## src/rtl/inst_ram_loader.sv

```systemverilog
// Writable 64-word instruction memory loaded from a byte stream (header = word count,
// then big-endian words written from address 0). Combinational fetch returns NOP while busy.
module inst_ram_loader #(
  parameter int ADDR_W = 6,
  parameter int WORD_W = 32
) (
  input  logic              clk,
  input  logic              rst,
  input  logic [7:0]        rx_data,
  input  logic              rx_valid,
  output logic              rx_ready,
  input  logic [ADDR_W-1:0] a,
  output logic [WORD_W-1:0] inst,
  output logic              busy,
  output logic              done,
  output logic [ADDR_W-1:0] wr_addr
);
  localparam int DEPTH = 1 << ADDR_W;
  localparam int REM_W = ADDR_W + 1;

  typedef enum logic [1:0] {IDLE, LOAD, WRITE, DONE} state_t;

  state_t              state_q, state_d;
  logic [ADDR_W-1:0]   wr_addr_q, wr_addr_d;
  logic [1:0]          cnt_q, cnt_d;
  logic [REM_W-1:0]    rem_q, rem_d;
  logic [WORD_W-1:0]   word_q, word_d;
  logic                mem_we;
  logic [WORD_W-1:0]   mem_q [DEPTH];

  wire xfer = rx_valid && rx_ready;

  always_comb begin
    state_d   = state_q;
    wr_addr_d = wr_addr_q;
    cnt_d     = cnt_q;
    rem_d     = rem_q;
    word_d    = word_q;
    mem_we    = 1'b0;
    rx_ready  = 1'b0;
    case (state_q)
      IDLE: begin
        rx_ready = 1'b1;
        if (xfer && rx_data != 8'd0) begin
          // Headers beyond the memory depth are clamped to a full-memory load
          rem_d     = (rx_data > 8'(DEPTH)) ? REM_W'(DEPTH) : REM_W'(rx_data);
          wr_addr_d = '0;
          cnt_d     = '0;
          state_d   = LOAD;
        end
      end
      LOAD: begin
        rx_ready = 1'b1;
        if (xfer) begin
          word_d = {word_q[WORD_W-9:0], rx_data};
          cnt_d  = cnt_q + 2'd1;
          if (cnt_q == 2'd3) state_d = WRITE;
        end
      end
      WRITE: begin
        mem_we    = 1'b1;
        wr_addr_d = wr_addr_q + ADDR_W'(1);
        rem_d     = rem_q - REM_W'(1);
        state_d   = (rem_q == REM_W'(1)) ? DONE : LOAD;
      end
      DONE: state_d = IDLE;
      default: state_d = IDLE;
    endcase
  end

  always_ff @(posedge clk or posedge rst) begin
    if (rst) begin
      state_q   <= IDLE;
      wr_addr_q <= '0;
      cnt_q     <= '0;
      rem_q     <= '0;
      word_q    <= '0;
    end else begin
      state_q   <= state_d;
      wr_addr_q <= wr_addr_d;
      cnt_q     <= cnt_d;
      rem_q     <= rem_d;
      word_q    <= word_d;
    end
  end

  // Reset clears the whole program so a half-loaded image can never be fetched
  always_ff @(posedge clk or posedge rst) begin
    if (rst) begin
      for (int i = 0; i < DEPTH; i++) mem_q[i] <= '0;
    end else if (mem_we) begin
      mem_q[wr_addr_q] <= word_q;
    end
  end

  assign busy    = (state_q != IDLE);
  assign done    = (state_q == DONE);
  assign wr_addr = wr_addr_q;
  assign inst    = busy ? '0 : mem_q[a];
endmodule

```

## config.mk

```make
export PLATFORM = sky130hd
export DESIGN_NAME = inst_ram_loader
export DESIGN_NICKNAME = d
export VERILOG_FILES = /design/src/rtl/inst_ram_loader.sv
export SDC_FILE = /design/constraint.sdc
export NUM_CORES = 2
export LEC_CHECK = 0
export CAP_MARGIN = 10
export CELL_PAD_IN_SITES_DETAIL_PLACEMENT = 1
export CELL_PAD_IN_SITES_GLOBAL_PLACEMENT = 2
export CORE_MARGIN = 8
export CORE_UTILIZATION = 44
export DETAILED_ROUTE_END_ITERATION = 8
export GPL_TIMING_DRIVEN = 0
export HOLD_SLACK_MARGIN = 0.1
export MAX_ROUTING_LAYER = met4
export PLACE_DENSITY_LB_ADDON = 0.1
export SLEW_MARGIN = 20
export SYNTH_ARGS = -nofsm -noshare
export SYNTH_HDL_FRONTEND = slang
export SYNTH_SLANG_ARGS = --single-unit
```

## constraint.sdc

```tcl
create_clock -name clk -period 72 [get_ports clk]
set_input_delay 14.4 -clock clk [delete_from_list [all_inputs] [get_ports clk]]
set_output_delay 14.4 -clock clk [all_outputs]
set_load 0.005 [all_outputs]
```

==> flow_summary.ini <==
[outcome]
status = completed

[timing]
min_period_ps = 34620
rsz0062_at_grt = false
setup_viol = 0
drv_slew = 0
slew_headroom = 0.109
fmax_ghz = 0.0289
fin_ws_ps = 37380
worstMarginPinSlew_ps = 1330
setup_tns_ps = 0
fin_skew_ps = 34.9
hold_viol = 0
final.period_utilization = 0.481

[clock_network]
clock_tree.root_cell = clkbuf_16
cts_resized = 0
clk_pin_slew_ps = 50
clk_latency_ps = 890
htreeDepth = 4
cts_tree = built
cts_buffer_depth = 3
cts_sinks = 2097
numCtsBuffers = 228
cts_hold_buf = 0
postCtsSetupBuffers = 0

[synthesis]
ys_warn_count = 0
synth_top_family_by_area = multiplexers
yosysTopAreaCell = dfrtp_1
yosysTopAreaCellShare = 0.552
synth_edf_count = 0
async_flop_share = 1.00
avgSynthCellArea_um2 = 16.2
synth-xor-area-share = 0.000184
synth_simple_gate_area_frac = 0.0130
muxShareOfSynthArea = 0.395
synth_cells = 5879
synthFlopType = dfrtp_1
synth-seq-area-share = 0.552
syn_area_um2 = 95100
synthDistinctLibCells = 58
synthTopCellsByArea = dfrtp_1, mux2_2, mux4_2, clkbuf_1, buf_2
synthAdderAreaFrac = 0.000527
synth_compound_area_frac = 0.0104
synth_seq_cells = 2097
synth_nets = 5900

[placed_design]
placedInstanceArea_um2 = 102000
pre_cts_slack_ps = 37530
place_congestion = 0.958
dpl.hpwl_mm = 297
portBuffers = 52

[cells_and_area]
finish.utilization = 0.509
syn_to_final_growth_pct = 15.0
fin_nets = 6295
drive_above_1_share = 0.544
post-route-cell-area_um2 = 109000
layout_common_cells = dfrtp_1, mux2_2, mux4_2, clkbuf_1, buf_2
final_common_cell = dfrtp_1

[floorplan]
initial_core_util = 0.443
die_x_um = 481
coreArea_um2 = 215000
fp.dieH_um = 481
ioPinCount = 58
dieArea_um2 = 231000
rows = 170

[global_route]
antenna_found_initial = 38
first_global_vias = 63249
grt_overflow = 0
grt_pass1_wl_mm = 582
grt_max_degree = 36
globalRouteTotalUtil = 0.384

[pwr]
fin_total_pwr_mw = 2.93
power.switching_mw = 0.950
p_int_mw = 1.98
clkPwrFrac = 0.410
leakagePower_nw = 52.7
swShare = 0.325
ir_drop_mv = 0.0279
pwr-share-seq = 0.414
comb_power_share = 0.176
p_per_area_nw_per_um2 = 26.8

[hold_path]
whs_endpoint = mem_q[679]
hp-class = reg2reg
hold_depth = 1
hp-start = mem_q[679]

[worst_setup_path]
timing.rr.start = wr_addr[4]
reg2reg_slack_ps = 68090
rr_worst_depth = 5
cp-startpoint = a[2]
worstPathRequired_ps = 57600
r2r-end = mem_q[84]
setup.worst_path.start_class = input pin
critPathKind = in2out
cp.arrival_ps = 20220
critPathMaxFanout = 10
end_kind = output port

[detailed_routing]
via_per_inst = 6.58
detail-route-antenna-nets = 0
wirelength_mm = 431
drc_errors = 0
via_count = 61390
dr.pass1.iters = 5
drtIter0Drc = 7201
post_drt_wl_per_cell_um = 46.2

[run]
maxCapViolCount = 0
## cell usage after synthesis, types with 3 or more instances
cell type / number
a311o_1: 3
nor2b_1: 6
mux2_2: 2094
clkbuf_1: 255
o211ai_1: 6
o22ai_1: 8
mux4_2: 591
a32oi_1: 6
a221oi_1: 4
buf_4: 42
nand2_1: 113
buf_6: 15
dfrtp_1: 2097
o21ai_0: 27
a31oi_1: 10
o21ai_1: 6
a2111oi_0: 3
a22oi_1: 28
nand4_1: 4
nand3b_1: 4
or3_1: 3
nor3_1: 13
a21oi_1: 20
nand2b_1: 4
o32ai_1: 3
buf_1: 93
o31a_1: 3
inv_1: 7
inv_2: 4
mux2i_1: 62
nand3_1: 32
nor2_1: 81
buf_2: 188
and2_1: 3
a211oi_1: 6
ha_1: 4
## layer usage
metal / vias to the layer above / wire, um / GRT usage
met5: - / 0 / -
met4: 0 / 31300 / 0.224
met3: 1011 / 40500 / 0.111
met2: 3100 / 186000 / 0.537
met1: 34552 / 173000 / 0.500
li1: 22727 / - / -
## power groups by stage
stage / Combinational [mW] / Clock [mW] / Sequential, mW
2_1_floorplan: 0.208 / 0 / 1.23
3_3_place_gp: 0.479 / 0 / 1.24
3_5_place_dp: 0.502 / 0 / 1.23
4_1_cts: 0.503 / 1.21 / 1.21
5_1_grt: 0.521 / 1.25 / 1.21
6_report: 0.516 / 1.20 / 1.21
## worst max-delay path by stage
stage,slack [ps],end
2_1_floorplan,28480,cnt_q[0]
3_3_place_gp,15730,mem_q[1287]
3_5_place_dp,37530,inst[13]
4_1_cts,37510,inst[13]
5_1_grt,37550,inst[13]
6_report,37380,inst[9]
## state kept, by name, indices dropped and copies added (netlist names)
name and count:
cnt_q 2, mem_q 2048, rem_q 7, state_q 2
word_q 32, wr_addr 6
## kinds of logic (layout without fill, tap and decap cells)
kind of cell             Yosys count  after routing
flip-flops                      2097           2097
adder cells (fa/ha/maj)            4              4
AO/OA/AOI/OAI                    147            147
AND/OR/NAND/NOR                  277            277
other                              0             34
XOR/XNOR                           2              2
multiplexers                    2747           2747
buffers and inverters            605           1181
## area by class of cell
| type | instances | area [um^2] |
|---|---|---|
| sequential | 2097 | 52500 |
| inverter | 12 | 50.0 |
| clock buffer | 344 | 6800 |
| tap | 2838 | 3550 |
| antenna | 34 | 85.1 |
| buffer | 593 | 2840 |
| fill | 19998 | 105000 |
| timing repair buffer | 165 | 2970 |
| multi-input combinational | 3177 | 39900 |
| clock inverter | 67 | 706 |
## per-stage QoR
step / std cells / hold WS (ps)
final: 9327 / 500
after global routing: 9307 / 509
after CTS: 9293 / 500
after detailed placement: 8882 / 487
after global placement: 8769 / 481
after floorplan: 5879 / 467
## worst max-delay path, stage by stage
cell	delay [ps]
buf_4	350
buf_2	620
buf_2	530
buf_2	670
buf_2	870
mux4_2	470
o21ai_0	950
o21ai_0	630
clkdlybuf4s50_1	610
(Power assumes the default switching activity.)
